`config.mk`:
```
export PLATFORM = sky130hd
export DESIGN_NAME = wb_arbiter
export DESIGN_NICKNAME = d
export VERILOG_FILES = /design/src/rtl/wb_defs.sv /design/src/rtl/wb_arb_watchdog.sv /design/src/rtl/wb_arbiter.sv
export SDC_FILE = /design/constraint.sdc
export NUM_CORES = 1
export LEC_CHECK = 0
export CAP_MARGIN = 0
export CELL_PAD_IN_SITES_DETAIL_PLACEMENT = 1
export CELL_PAD_IN_SITES_GLOBAL_PLACEMENT = 1
export CORE_ASPECT_RATIO = 1.75
export CORE_MARGIN = 1
export CORE_UTILIZATION = 16
export DETAILED_ROUTE_END_ITERATION = 16
export GPL_TIMING_DRIVEN = 1
export PLACE_DENSITY_LB_ADDON = 0.12
export SYNTH_ARGS = -nofsm -noshare
export SYNTH_HDL_FRONTEND = slang
export SYNTH_HIERARCHICAL = 1
export SYNTH_SLANG_ARGS = --single-unit
```
`constraint.sdc`:
```
create_clock -name clk_i -period 2.66 [get_ports clk_i]
set_input_delay 0.399 -clock clk_i [delete_from_list [all_inputs] [get_ports clk_i]]
set_output_delay 0.399 -clock clk_i [all_outputs]
set_load 0.02 [all_outputs]
```
`src/rtl/wb_defs.sv`:
```
// Shared definitions for the two-master Wishbone arbiter: bus width defaults,
// grant encodings and the arbiter state encoding.
package wb_defs;

  localparam int DEF_DATA_WIDTH = 32;
  localparam int DEF_ADDR_WIDTH = 32;
  localparam int DEF_SEL_WIDTH  = 4;

  localparam logic [1:0] GNT_NONE = 2'b00;
  localparam logic [1:0] GNT_M0   = 2'b01;
  localparam logic [1:0] GNT_M1   = 2'b10;

  typedef enum logic [1:0] {
    IDLE   = 2'd0,
    GRANT0 = 2'd1,
    GRANT1 = 2'd2,
    ABORT  = 2'd3
  } arb_state_e;

endpackage

```
`src/rtl/wb_arb_watchdog.sv`:
```
// Per-transfer timeout counter. expire_o is high in the cycle where the count
// reaches its terminal value with no ack; the arbiter registers it into ERR.
module wb_arb_watchdog #(
  parameter int TIMEOUT_CYCLES = 255
) (
  input  logic clk_i,
  input  logic rst_ni,
  input  logic en_i,
  input  logic clr_i,
  input  logic ack_i,
  output logic expire_o
);

  generate
    if (TIMEOUT_CYCLES > 0) begin : g_wd
      localparam int CW = $clog2(TIMEOUT_CYCLES + 1);
      logic [CW-1:0] cnt_q, cnt_d;

      // An ack on the terminal cycle wins over the abort.
      always_comb begin
        expire_o = en_i & ~ack_i & ~clr_i & (cnt_q == CW'(TIMEOUT_CYCLES - 1));
        cnt_d    = cnt_q;
        if (clr_i | ack_i | expire_o) begin
          cnt_d = '0;
        end else if (en_i) begin
          cnt_d = cnt_q + CW'(1);
        end
      end

      always_ff @(posedge clk_i or negedge rst_ni) begin
        if (!rst_ni) begin
          cnt_q <= '0;
        end else begin
          cnt_q <= cnt_d;
        end
      end
    end else begin : g_off
      logic unused_inputs;
      assign unused_inputs = ^{clk_i, rst_ni, en_i, clr_i, ack_i};
      assign expire_o      = 1'b0;
    end
  endgenerate

endmodule

```
`src/rtl/wb_arbiter.sv`:
```
// Two-master round-robin Wishbone arbiter. Grant is held for a whole CYC and a
// watchdog aborts slave accesses that never ack.
module wb_arbiter
  import wb_defs::*;
#(
  parameter int WB_DATA_WIDTH  = DEF_DATA_WIDTH,
  parameter int WB_ADDR_WIDTH  = DEF_ADDR_WIDTH,
  parameter int WB_SEL_WIDTH   = DEF_SEL_WIDTH,
  parameter int TIMEOUT_CYCLES = 255
) (
  input  logic                     clk_i,
  input  logic                     rst_ni,
  input  logic [WB_ADDR_WIDTH-1:0] m0_addr_i,
  input  logic [WB_ADDR_WIDTH-1:0] m1_addr_i,
  input  logic [WB_DATA_WIDTH-1:0] m0_data_i,
  input  logic [WB_DATA_WIDTH-1:0] m1_data_i,
  input  logic                     m0_we_i,
  input  logic                     m1_we_i,
  input  logic [WB_SEL_WIDTH-1:0]  m0_sel_i,
  input  logic [WB_SEL_WIDTH-1:0]  m1_sel_i,
  input  logic                     m0_stb_i,
  input  logic                     m1_stb_i,
  input  logic                     m0_cyc_i,
  input  logic                     m1_cyc_i,
  output logic                     m0_ack_o,
  output logic                     m1_ack_o,
  output logic                     m0_err_o,
  output logic                     m1_err_o,
  output logic [WB_DATA_WIDTH-1:0] m0_data_o,
  output logic [WB_DATA_WIDTH-1:0] m1_data_o,
  output logic [WB_ADDR_WIDTH-1:0] s_addr_o,
  output logic [WB_DATA_WIDTH-1:0] s_data_o,
  output logic                     s_we_o,
  output logic [WB_SEL_WIDTH-1:0]  s_sel_o,
  output logic                     s_stb_o,
  output logic                     s_cyc_o,
  input  logic                     s_ack_i,
  input  logic [WB_DATA_WIDTH-1:0] s_data_i,
  output logic [1:0]               grant_o,
  output logic                     timeout_o
);

  arb_state_e state_q, state_d;
  logic [1:0] grant_q, grant_d;
  logic       last_q, last_d;
  logic       timeout_q, timeout_d;
  logic       in_grant, holder_cyc, other_cyc;
  logic       wd_en, wd_clr, wd_expire;

  always_comb begin
    s_addr_o = '0;
    s_data_o = '0;
    s_we_o   = 1'b0;
    s_sel_o  = '0;
    s_stb_o  = 1'b0;
    s_cyc_o  = 1'b0;
    case (state_q)
      GRANT0: begin
        s_addr_o = m0_addr_i;
        s_data_o = m0_data_i;
        s_we_o   = m0_we_i;
        s_sel_o  = m0_sel_i;
        s_stb_o  = m0_stb_i;
        s_cyc_o  = m0_cyc_i;
      end
      GRANT1: begin
        s_addr_o = m1_addr_i;
        s_data_o = m1_data_i;
        s_we_o   = m1_we_i;
        s_sel_o  = m1_sel_i;
        s_stb_o  = m1_stb_i;
        s_cyc_o  = m1_cyc_i;
      end
      default: ;
    endcase
  end

  assign in_grant   = (state_q == GRANT0) || (state_q == GRANT1);
  assign holder_cyc = grant_q[0] ? m0_cyc_i : m1_cyc_i;
  assign other_cyc  = grant_q[0] ? m1_cyc_i : m0_cyc_i;
  assign wd_en      = in_grant & s_cyc_o & s_stb_o;
  assign wd_clr     = ~in_grant | ~s_cyc_o;

  wb_arb_watchdog #(
    .TIMEOUT_CYCLES(TIMEOUT_CYCLES)
  ) u_watchdog (
    .clk_i   (clk_i),
    .rst_ni  (rst_ni),
    .en_i    (wd_en),
    .clr_i   (wd_clr),
    .ack_i   (s_ack_i),
    .expire_o(wd_expire)
  );

  // Ties go to the master that did not hold the bus last.
  always_comb begin
    state_d   = state_q;
    grant_d   = grant_q;
    last_d    = last_q;
    timeout_d = 1'b0;
    case (state_q)
      IDLE: begin
        if (m0_cyc_i && (!m1_cyc_i || last_q)) begin
          state_d = GRANT0;
          grant_d = GNT_M0;
          last_d  = 1'b0;
        end else if (m1_cyc_i) begin
          state_d = GRANT1;
          grant_d = GNT_M1;
          last_d  = 1'b1;
        end
      end
      default: begin
        if (!holder_cyc) begin
          if (other_cyc) begin
            state_d = grant_q[0] ? GRANT1 : GRANT0;
            grant_d = grant_q[0] ? GNT_M1 : GNT_M0;
            last_d  = grant_q[0];
          end else begin
            state_d = IDLE;
            grant_d = GNT_NONE;
          end
        end else if (wd_expire) begin
          state_d   = ABORT;
          timeout_d = 1'b1;
        end
      end
    endcase
  end

  always_ff @(posedge clk_i or negedge rst_ni) begin
    if (!rst_ni) begin
      state_q   <= IDLE;
      grant_q   <= GNT_NONE;
      last_q    <= 1'b1;
      timeout_q <= 1'b0;
    end else begin
      state_q   <= state_d;
      grant_q   <= grant_d;
      last_q    <= last_d;
      timeout_q <= timeout_d;
    end
  end

  assign grant_o   = grant_q;
  assign timeout_o = timeout_q;
  assign m0_ack_o  = s_ack_i & grant_q[0];
  assign m1_ack_o  = s_ack_i & grant_q[1];
  assign m0_err_o  = timeout_q & grant_q[0];
  assign m1_err_o  = timeout_q & grant_q[1];
  assign m0_data_o = s_data_i;
  assign m1_data_o = s_data_i;

endmodule

```
After elaboration in Yosys (flattened, before gate mapping)
Cells that the tools add are included.
- add/sub/neg operators: 1
- multipliers: 0
- div/mod/pow operators: 0
- magnitude comparators: 0
- equality and inequality tests: 6
- shifts and indexed selects: 0
- multiplexer cells: 27
- bitwise operators: 16
- reduce and logical (&&, ||, !) cells: 10
- operators by type and width (operator ; number):
    one-hot mux 32 bit (2 select lines) ; 2
    two-way mux 2 bit ; 9
    two-way mux 8 bit ; 2
    two-way mux 1 bit ; 10
    AND 1 bit ; 9
    adder 8 x 1 -> 8 bit, second input constant ; 1
    equality test 8 bit, second input constant ; 1
    one-hot mux 4 bit (2 select lines) ; 1
    one-hot mux 1 bit (2 select lines) ; 3
    NOT 1 bit ; 4
    AND reduction 2 bit ; 2
    nonzero test 2 bit ; 2
    inequality test 3 x 1 -> 1 bit, second input constant ; 1
    inequality test 3 bit, second input constant ; 1
    bitwise OR 1 bit ; 3
    AND reduction 3 bit ; 1
    equality test 2 x 1 -> 1 bit, second input constant ; 1
    equality test 2 bit, second input constant ; 1
    logical NOT 2 bit ; 1
    logical OR 1 bit ; 2
    inequality test 2 x 1 -> 1 bit, second input constant ; 1
    logical AND 1 bit ; 1
    logical NOT 1 bit ; 1
- bits in registers: 14
- latch bits: 0
- RAM bits: 0
- ROM bits: 0
- bits of input ports: 177
- output and inout bits: 142
- word-level logic and storage cells: 65
- memories: 0

Logic depth before layout (Yosys ltp)
- depth in word-level cells: 10
- gate-level depth with buffers: 12
- depth with buffers taken out: 10

By module
The synthesis kept the hierarchy.
- modules (own cells, without submodules) (module ; instances ; cells each ; area an instance (sq um) ; sequential area each (sq um)):
    wb_arbiter ; 1 ; 281 ; 2068.2 ; 151.4
    wb_arb_watchdog ; 1 ; 44 ; 434.2 ; 200.2

Least setup slack after synthesis
Ideal clock, no wire load.
- path type: register to register
- start point: register state_q[0]
- end point: register state_q[1]
- setup time: 121 ps
- data arrival time: 2124 ps
- data required time: 2539 ps
- slack: 415 ps
- stages on the path, launching flop included: 13
- path buffers: 3
- clock period less this slack: 2245 ps
- cell sequence: dfrtp_1 inv_1 ha_1 clkbuf_1 buf_2 a22oi_1 nor2_1 buf_4 nand4_1 nor4_1 or2_2 a2bb2oi_2 o22a_1
- cells in the longest elaborated chain, start to end: 9
- elaborated cells on any way between the ends: 19
- those cells by class: 4 x eq/ne; 3 x mux; 9 x bitwise; 3 x reduce/logical
- ends and longest elaborated chain (item ; RTL line ; source):
    start, declared ; wb_arbiter.sv:43 ; arb_state_e state_q, state_d;
    start signal, assigned ; wb_arbiter.sv:138 ; state_q <= state_d;
    equality test 2 bit or equality test 2 x 1 -> 1 bit (tied branches) ; wb_arbiter.sv:57, wb_arbiter.sv:78 ;
    one-hot mux 1 bit (2 select lines) or logical OR 1 bit (tied branches) ; wb_arbiter.sv:57, wb_arbiter.sv:78 ;
    AND 1 bit ; wb_arbiter.sv:81 ; assign wd_en = in_grant & s_cyc_o & s_stb_o;
    AND 1 bit (*) ; wb_arbiter.sv:81 ;
    net wd_en ; wb_arbiter.sv:48 ; logic wd_en, wd_clr, wd_expire;
    AND 1 bit (*) (3 in series) ; wb_arb_watchdog.sv:21 ; expire_o = en_i & ~ack_i & ~clr_i & (cnt_q == CW'(TIMEOUT_CYCLES - 1));
    net wd_expire ; wb_arbiter.sv:48 ;
    inequality test 3 x 1 -> 1 bit (no source line) (*) ; -- ;
    AND reduction 2 bit (no source line) (*) ; -- ;
Mark *: on every way through the listed nets, which the timed path passes. The rest lies on a longest branch.
A chain may end at the register's enable or synchronous reset.

Final worst setup path
- start point: register state_q[0]
- end point: output s_sel_o[0]
- cells in the longest elaborated chain, start to end: 2
- elaborated cells on any way between the ends: 3
- those cells by class: 2 x eq/ne; 1 x mux
- ends and longest elaborated chain (item ; RTL line ; source):
    equality test 2 bit or equality test 2 x 1 -> 1 bit (tied branches) ; wb_arbiter.sv:57 ; case (state_q)
    one-hot mux 4 bit (2 select lines) (*) ; wb_arbiter.sv:57 ;
    end, declared ; wb_arbiter.sv:34 ; output logic [WB_SEL_WIDTH-1:0] s_sel_o,
Mark *: on every way between the ends. The rest lies on a longest branch, timed or not.

==> flow_summary_export.csv <==
group,metric,value,unit
run_status,status,"completed",
synth,ys_types,46,
synth,synth_mux_area_share,1.900,%
die,ios,319,
synth,syn_inst,325,
synth,synthesis.area,0.002502,sq mm
sta,finalSetupViolCount,0,
critical_path,crit_cells,5,
sta,max_slew_margin,53.66,%
sta,tns,0,ns
clocking,cts_tree,"done",
sta,holdWs,0.5431,ns
synth,synth_top_family_by_area,"compound AO/OA/AOI/OAI gates",
placement,routabilityCongestion,0.7661,
critical_path,cp-end-kind,"output port",
synth,synth.largest_area_cell,"a22oi_1",
placement,postPlaceCellArea,0.004494,sq mm
critical_path,path_cells,"inv_1 -> ha_2 -> buf_12 -> nor2b_1 -> clkdlybuf4s50_1",
critical_path,worst-path-max-fanout,71,
drt,drt-initial-drc-count,72,
worst_hold_path,min_path_cells,1,
global_route,antenna_found_initial,0,
clocking,post-cts-setup-buffers,0,
synth,synth-edff-count,0,
drt,first_pass_iters,4,
placement,dp_hpwl,10010,microns
critical_path,cpMaxStageDelayCell,"clkdlybuf4s50_1",
sta,finalMaxSlewViolations,0,
synth,async_reset_ff_share,100.0,%
synth,avgSynthCellArea,7.700,sq um
clocking,cts_buffers,3,
drt,drtAntennaViolNets,0,
synth,synth_compound_area_share,28.95,%
synth,yosysSeqAreaShare,14.05,%
global_route,grt_pass1_wl,18240,microns
global_route,grt_pass1_vias,3153,
cells_and_area,regArea,351.6,sq um
cells_and_area,antenna_cells,0,
cells_and_area,instances_no_fill,661,
drt,vias,2984,
synth,syn-num-nets,508,
die,core,0.01531,sq mm
clocking,clock_latency,0.24,ns
critical_path,worst-setup-path-type,"flip-flop to output port",
synth,synthFlopType,"dfrtp_1",
die,die_h,167.4,microns
worst_hold_path,hold_path_class,"flip-flop to flip-flop",
synth,yosys.area_share.simple,24.80,%
global_route,grt_overflow_total,0,
sta,hold_viol_final,0,
critical_path,crit_path_start_kind,"flip-flop",
cells_and_area,multiInputGateArea,0.001516,sq mm
cells_and_area,areaGrowthSynthToFinish,86.55,%
drt,finalWirelength,12700,microns
power,leakagePower,2.202,nW
clocking,clkTransAtPathRegs,0.05,ns
critical_path,r2r_cells,11,
global_route,grt_max_degree,72,
sta,fmax,393.8,MHz
critical_path,slowest_delay,0.63,ns
synth,synth_warnings,6,
sta,final.period_utilization,95.46,%
drt,drc,0,
global_route,grt_use_total,15.05,%
placement,placed_cells,656,
synth,synthAdderAreaFrac,3.000,%
critical_path,cp.buffers_inverters,3,
cells_and_area,n_fill_cell,1772,
synth,synthXorXnorAreaFrac,1.400,%
drt,vias_per_cell,4.514,
die,initial_core_util,16.34,%
cells_and_area,final_nets,659,
die,fp-row-count,60,
power,peakVddDrop,0.0005464,V
power,total_power,0.004702,W
critical_path,crit_arrival,2.14,ns
synth,ys_top_cells_by_area,"a22oi_1, buf_4, nor2b_1, dfrtp_1, ha_1",
critical_path,required,2.26,ns
placement,io_buffers,222,
synth,synth_seq_cells,14,
sta,finalClockSkew,0.002550,ns
cells_and_area,final_area,0.004668,sq mm
cells_and_area,final_common_cell,"clkdlybuf4s50_1",
sta,min_period,2.539,ns
power,pwr_density_cell,1007,mW/mm^2
die,die_w,96.54,microns
cells_and_area,drive_above_1_share,8.421,%
sta,worstMarginPinSlew,0.6930,ns
clocking,cts.sinks,14,
synth,synth_top_cell_area_share,21.00,%
run,cap_violations,0,
clocking,cts_root_buffer,"clkbuf_16",
die,die-area,0.01616,sq mm
cells_and_area,final_cell_mix,"clkdlybuf4s50_1, a22oi_1, nor2b_1, dlymetal6s2s_1, buf_4",
clocking,htreeDepth,1,
critical_path,critical-path-top-delay-family,"buffers and inverters",
drt,routedWlPerCell,19.21,microns
clocking,clock_path_buffers,2,
## timing repair
item,4_1_cts,5_1_grt
setup endpoints to repair,17,31
cloned,1,0
hold buffers,0,0
gates resized for setup,15,31
## layout make-up
type | count | area share [%]
timing repair buffer | 238 | 52.67
inverter | 8 | 0.6433
multi-input combinational | 211 | 32.48
tap | 186 | 4.985
sequential | 14 | 7.531
clock buffer | 4 | 1.689
## sequential cells by signal, summed over array words and instances (netlist names)
name / count
grant_o: 2
timeout_o: 1
u_watchdog/g_wd.cnt_q: 8
last_q: 1
state_q: 2
## synthesized netlist by cell type, drive strengths merged (4+ instances only)
master and n:
dfrtp 13, a21oi 5, nor2 10, buf 78, inv 8, and2 4, clkbuf 14, nand2 4
o21ai 4, nor2b 70, ha 6, a22oi 70, nand4 5
## stage by stage
step / utilization (%) / setup WS (ns)
finish: 30.48 / 0.1209
global route: 30.48 / -0.0005840
CTS: 29.95 / 0.002161
detailed placement: 29.35 / 0.1813
global placement: 29.35 / 0.2701
floorplan: - / 0.4150
## worst reg2reg max path: cells and delay by family, from the launching register on
family / cells / cell delay, ns
flip-flops: 1 / 0.40
AO/OA/AOI/OAI: 3 / 0.56
buffers and inverters: 4 / 0.69
adder cells (fa/ha/maj): 1 / 0.26
AND/OR/NAND/NOR: 3 / 0.47
## logic make-up (layout without fill, tap and decap cells)
group | after synthesis | count (layout)
AO/OA/AOI/OAI | 95 | 95
XOR/XNOR | 4 | 4
adder cells (fa/ha/maj) | 6 | 6
buffers and inverters | 100 | 250
flip-flops | 14 | 14
multiplexers | 3 | 3
AND/OR/NAND/NOR | 103 | 103
## worst paths after layout
kind | slack, ns | startpoint | end
setup / recovery | 0.12 | state_q[0] | s_sel_o[0]
hold / removal | 0.54 | state_q[0] | state_q[0]
setup reg to reg | 0.22 | state_q[1] | u_watchdog/g_wd.cnt_q[5]
hold reg to reg | 0.54 | state_q[0] | state_q[0]
max in group asynchronous | 1.64 | rst_ni | u_watchdog/g_wd.cnt_q[4]
min in group asynchronous | 0.58 | rst_ni | grant_o[1]
## routing by layer
metal	vias to the layer above	global-route usage [%]	wire length, microns
li1	1390	-	-
met2	149	29.70	7123
met4	0	5.307	391
met5	-	0	0
met3	35	4.723	1487
met1	1410	13.55	3697
## report_power, final
part / leakage [nW] / total (W) / switching [W] / internal, W
Sequential: 0.184 / 0.000307 / 0.0000536 / 0.000253
Clock: 0.0382 / 0.000293 / 0.0000900 / 0.000203
Combinational: 1.98 / 0.00410 / 0.00214 / 0.00196
No activity file was read; power rests on OpenSTA's default activity.
